<file path="config.mk">
export PLATFORM = sky130hd
export DESIGN_NAME = inst_fetch
export DESIGN_NICKNAME = d
export VERILOG_FILES = /design/src/rtl/inst_fetch.sv
export SDC_FILE = /design/constraint.sdc
export NUM_CORES = 1
export LEC_CHECK = 0
export BUFFER_PORTS_ARGS = -buffer_cell sky130_fd_sc_hd__buf_2
export CAP_MARGIN = 20
export CORE_MARGIN = 8
export CORE_UTILIZATION = 45
export CTS_BUF_LIST = sky130_fd_sc_hd__clkbuf_8 sky130_fd_sc_hd__clkbuf_16
export DETAILED_ROUTE_END_ITERATION = 10
export HOLD_SLACK_MARGIN = 0.05
export PLACE_DENSITY = 0.72
export SLEW_MARGIN = 40
export SYNTH_ARGS = -nofsm -noshare
export SYNTH_HDL_FRONTEND = slang
export SYNTH_SLANG_ARGS = --single-unit
</file>
<file path="constraint.sdc">
create_clock -name clk -period 2.75 [get_ports clk]
set_input_delay 0.275 -clock clk [delete_from_list [all_inputs] [get_ports clk]]
set_output_delay 0.275 -clock clk [all_outputs]
set_load 0.1 [all_outputs]
</file>
<file path="src/rtl/inst_fetch.sv">
// -----------------------------------------------------------------------------
// inst_fetch: instruction-fetch stage of the MIPS CPU.
//
// Owns the program counter. It drives the word address of an asynchronous
// instruction ROM and registers the returned instruction, together with its
// byte PC, into a single output slot. Decode drains the slot through a
// valid/ready handshake. Branch/jump redirects from decode/execute reload the
// PC and squash the slot. Accepted handshakes are counted for the debug display.
//
// Optional feature (macro IF_ADDR_ERR_EN): a redirect to a target that is not
// word-aligned traps. The stage then enters a sticky ERR state that only rst
// leaves. Without the macro, the low target bits are kept in the PC but do not
// take part in addressing, and if_addr_err is tied low.
//
// Parameters:
//   RESET_PC     PC loaded on reset (word-aligned)
//   ADDR_W       ROM word-address width; rom_addr = pc[ADDR_W+1:2]
//
// Ports:
//   clk          clock, rising edge
//   rst          synchronous active-high reset
//   rom_addr     word address to the instruction ROM (combinational from pc)
//   rom_inst     ROM read data for rom_addr, same cycle
//   if_valid     output slot holds an instruction
//   if_pc        byte PC of the slot instruction
//   if_inst      slot instruction
//   id_ready     decode accepts the slot this cycle
//   br_valid     redirect request (single-cycle pulse)
//   br_target    redirect byte address
//   fetch_cnt    accepted handshakes since reset (wraps)
//   if_addr_err  misaligned redirect trapped (IF_ADDR_ERR_EN only)
// -----------------------------------------------------------------------------
module inst_fetch #(
    parameter logic [31:0] RESET_PC = 32'h0000_0000,
    parameter int          ADDR_W   = 5
) (
    input  logic              clk,
    input  logic              rst,
    output logic [ADDR_W-1:0] rom_addr,
    input  logic [31:0]       rom_inst,
    output logic              if_valid,
    output logic [31:0]       if_pc,
    output logic [31:0]       if_inst,
    input  logic              id_ready,
    input  logic              br_valid,
    input  logic [31:0]       br_target,
    output logic [31:0]       fetch_cnt,
    output logic              if_addr_err
);

    typedef enum logic {RUN, ERR} state_t;

    state_t      state_q;
    logic [31:0] pc_q;
    logic        valid_q;
    logic [31:0] slot_pc_q;
    logic [31:0] slot_inst_q;
    logic [31:0] cnt_q;

    logic [31:0] pc_d;
    logic [31:0] cnt_d;
    logic        xfer;
    logic        load;

    // A transfer needs an occupied slot; id_ready alone means nothing.
    assign xfer  = valid_q && id_ready;
    // The slot may be refilled when it is empty or is being drained this cycle.
    assign load  = !valid_q || id_ready;
    assign pc_d  = pc_q + 32'd4;
    assign cnt_d = cnt_q + 32'd1;

    // Only the word bits of the PC register address the ROM; the
    // returned data never feeds back into the address.
    assign rom_addr = pc_q[ADDR_W+1:2];

`ifdef IF_ADDR_ERR_EN
    logic err_q;
    assign if_addr_err = err_q;
`else
    assign if_addr_err = 1'b0;
`endif

    always_ff @(posedge clk) begin
        if (rst) begin
            state_q     <= RUN;
            pc_q        <= RESET_PC;
            valid_q     <= 1'b0;
            slot_pc_q   <= 32'h0;
            slot_inst_q <= 32'h0;
            cnt_q       <= 32'h0;
`ifdef IF_ADDR_ERR_EN
            err_q       <= 1'b0;
`endif
        end else begin
            // A transfer in a redirect cycle still counts.
            if (xfer) begin
                cnt_q <= cnt_d;
            end
            case (state_q)
                RUN: begin
                    if (br_valid) begin
                        // Redirect wins over load; the slot is squashed
                        // (no delay slot) and the target is fetched next.
                        pc_q    <= br_target;
                        valid_q <= 1'b0;
`ifdef IF_ADDR_ERR_EN
                        if (br_target[1:0] != 2'b00) begin
                            err_q   <= 1'b1;
                            state_q <= ERR;
                        end
`endif
                    end else if (load) begin
                        valid_q     <= 1'b1;
                        slot_pc_q   <= pc_q;
                        slot_inst_q <= rom_inst;
                        pc_q        <= pc_d;
                    end
                end
                default: begin
                    // Trapped: no fetch, PC kept for debug.
                    valid_q <= 1'b0;
                end
            endcase
        end
    end

    assign if_valid  = valid_q;
    assign if_pc     = slot_pc_q;
    assign if_inst   = slot_inst_q;
    assign fetch_cnt = cnt_q;

endmodule

</file>
==> results.md <==
* Worst IR drop on VDD at ~0.49 mV
* Fraction of registers with async set/reset at 0
* DP Wirelength at about 11000 µm
* IO buf count at about 170
* Yosys cell types at 54
* Max-slew violations at 0
* Vias post-DR at 5166
* Status: completed
* Worst path bufs/invs at 0
* Worst skew pair latency at between 0.4 and 0.5 ns
* Hold-fix buffers, CTS at 0
* Top delay family on crit path: simple AND/OR/NAND/NOR gates
* CP arrival at approximately 2.5 ns
* Commonest non-fill, non-tap cells in the layout: 168 x nand2_1, 168 x buf_2, 129 x dfxtp_1
* Drt pass-1 iters at 6
* Nature of the critical path endpoint: register
* Seq/Total Area, Yosys at 0.467
* Leakage at a little under 3 nW
* Num rows at 40
* GPL Wtd Cong at 0.832
* Clock sink total at 129
* Crit share post-route at 0.776
* Die width at about 130 µm
* DR WL/cell at about 15 µm
* RSZ-0062 raised after global routing: false
* Area added between synthesis and finish at 26.4%
* Total CTS buffers at 17
* Routed wire length at 14900 µm
* Fin cells at slightly below 1000
* Starting DRT DRC Count at approximately 350
* Io pins at ~170
* Placed cell count at 961
* Tightest Pin Transition at approximately 0.52 ns
* Clk buf depth at 2
* Post-route ant nets at 0
* Vias/cell at around 5.2
* Post-Synthesis Cells at between 600 and 700
* Final critical-path required period at ~2.1 ns
* Gr ovfl total at 0
* Post-synthesis net count at approximately 750
* WHS at approximately 0.095 ns
* Critical path's largest stage delay at 0.64 ns
* TritonCTS clock tree: built
* Max cap viols at 0
* Initial antenna violation count at 0
* CTS HTree Levels at 4
* Clock transition at path regs at approximately 0.05 ns
* Max_slew headroom at 0.653
* Critical Path Source Type: register
* Avg Inst Size Synth at about 8.1 µm²
* Critical path class: register to register
* Postcts setup bufs at 0
* Peak Freq at around 470 MHz
* Largest net degree at the start of global routing at 46
* Total power at 4.85 mW
* ANT cells at 0
* CP Cell Sequence: and4_1 -> nand2_2 -> or4_1 -> or3_1 -> a21oi_1
* Nets at around 900
* Worst path required time at 3.09 ns
* Crit path max fanout at 16
* Share of layout cells above drive strength 1 at 0.265
* Setup Skew at between 0.005 and 0.006 ns
* Gr usage total at 0.187
* Post-route DRC at 0
* Mapped Area at 5520 µm²
* YS warnings at 0
* CTS root buffer: clkbuf_16
* Yosys reg bits at around 130
* First-pass GRT wire length at between 20000 and 25000 µm
* Sum Neg Setup Slack at 0 ns
* Die ar. at 16100 µm²
* Hold Crit Class: input pin to register
* Vias in the first global route at 4988
* Power Density at approximately 690 nW/µm²
* Top FF cell, synth: dfxtp_1
* Starting density of the core at 0.460
* Placeable Area at 12000 µm²
* Final hold viol count at 0
* Worst path slowest cell: or4_1
* Die H at between 100 and 150 µm
* Post-cts resize count at 0
* Final setup viols at 0
* Number of enable flip-flop cells after synthesis at 0
==> state kept, by name, indices dropped and copies added (netlist names) <==
| signal | flops |
|---|---|
| if_inst | 32 |
| if_valid | 1 |
| pc_q | 32 |
| if_pc | 32 |
| fetch_cnt | 32 |
==> power breakdown <==
part | total (mW) | internal [mW] | switching, mW | leakage, nW
Combinational | 0.724 | 0.151 | 0.573 | 1.57
Clock | 2.11 | 1.35 | 0.759 | 0.293
Sequential | 2.02 | 1.95 | 0.0691 | 1.06
==> layer usage <==
metal / track usage / share of wire / vias to the layer above
met1: 0.235 / 0.46 / 2360
met5: 0 / 0 / -
li1: - / - / 2614
met4: 0.0777 / 0.018 / 0
met2: 0.291 / 0.44 / 171
met3: 0.0587 / 0.079 / 21
==> cells by family after synthesis <==
group / count (synthesis) / share of synthesized area
xor+xnor: 45 / 0.0713
buf+inv: 59 / 0.0469
compound gates: 117 / 0.121
mux: 5 / 0.00929
simple gates: 324 / 0.279
fa+ha+maj: 2 / 0.00453
flops: 129 / 0.467
other cells: 1 / 0.000679
==> through the flow <==
step / setup slack (ns) / util / instance area (µm²)
after global placement: 0.734 / 0.535 / 6430
after floorplan: 0.0786 / - / 5520
after global routing: 0.418 / 0.581 / 6980
after detailed placement: 0.644 / 0.535 / 6430
final: 0.615 / 0.581 / 6980
after CTS: 0.628 / 0.581 / 6980
==> final timing paths <==
check | slack, ns | cells past startpoint | end | start
setup / recovery | 0.61 | 5 | fetch_cnt[30] | fetch_cnt[5]
hold / removal | 0.09 | 3 | pc_q[5] | br_target[5]
setup reg to reg | 0.61 | 5 | fetch_cnt[30] | fetch_cnt[5]
hold reg to reg | 0.45 | 2 | if_pc[20] | if_pc[20]
==> cell type report <==
| cell class | count | area, µm² |
|---|---|---|
| Clock inverter | 11 | 100 |
| Inverter | 11 | 41.3 |
| Fill cell | 1100 | 5030 |
| Timing Repair Buffer | 180 | 931 |
| Clock buffer | 19 | 453 |
| Tap cell | 147 | 184 |
| Multi-Input combinational cell | 494 | 2690 |
| Sequential cell | 129 | 2580 |
==> cell usage after synthesis (2+ instances only) <==
| cell type | count | area share |
|---|---|---|
| nand2_1 | 169 | 0.11 |
| nor3_1 | 15 | 0.014 |
| nand2_2 | 2 | 0.0023 |
| buf_2 | 2 | 0.0018 |
| buf_1 | 3 | 0.0020 |
| xnor2_1 | 36 | 0.057 |
| nor2_1 | 51 | 0.035 |
| and4_1 | 9 | 0.014 |
| a211oi_1 | 17 | 0.023 |
| nand4_1 | 14 | 0.016 |
| mux2i_1 | 4 | 0.0072 |
| a311oi_1 | 2 | 0.0032 |
| and3_1 | 4 | 0.0045 |
| nor4_1 | 14 | 0.016 |
| nor4b_1 | 2 | 0.0032 |
| ha_1 | 2 | 0.0045 |
| a21oi_1 | 79 | 0.072 |
| dfxtp_1 | 129 | 0.47 |
| or2_2 | 2 | 0.0023 |
| inv_1 | 10 | 0.0068 |
| clkbuf_1 | 35 | 0.024 |
| buf_4 | 6 | 0.0082 |
| nor2b_1 | 3 | 0.0034 |
| nor4_2 | 2 | 0.0045 |
| and2_1 | 3 | 0.0034 |
| xor2_1 | 9 | 0.014 |
| o21ai_0 | 11 | 0.010 |
| nand3_1 | 12 | 0.011 |
| or3_1 | 9 | 0.010 |
| nand2b_1 | 2 | 0.0023 |
==> worst reg2reg max path, delay by kind of cell (launching register included) <==
family | cells | cell delay [ns]
AND/OR/NAND/NOR | 4 | 1.48
flip-flops | 1 | 0.44
AO/OA/AOI/OAI | 1 | 0.14
(Power assumes the default switching activity.)
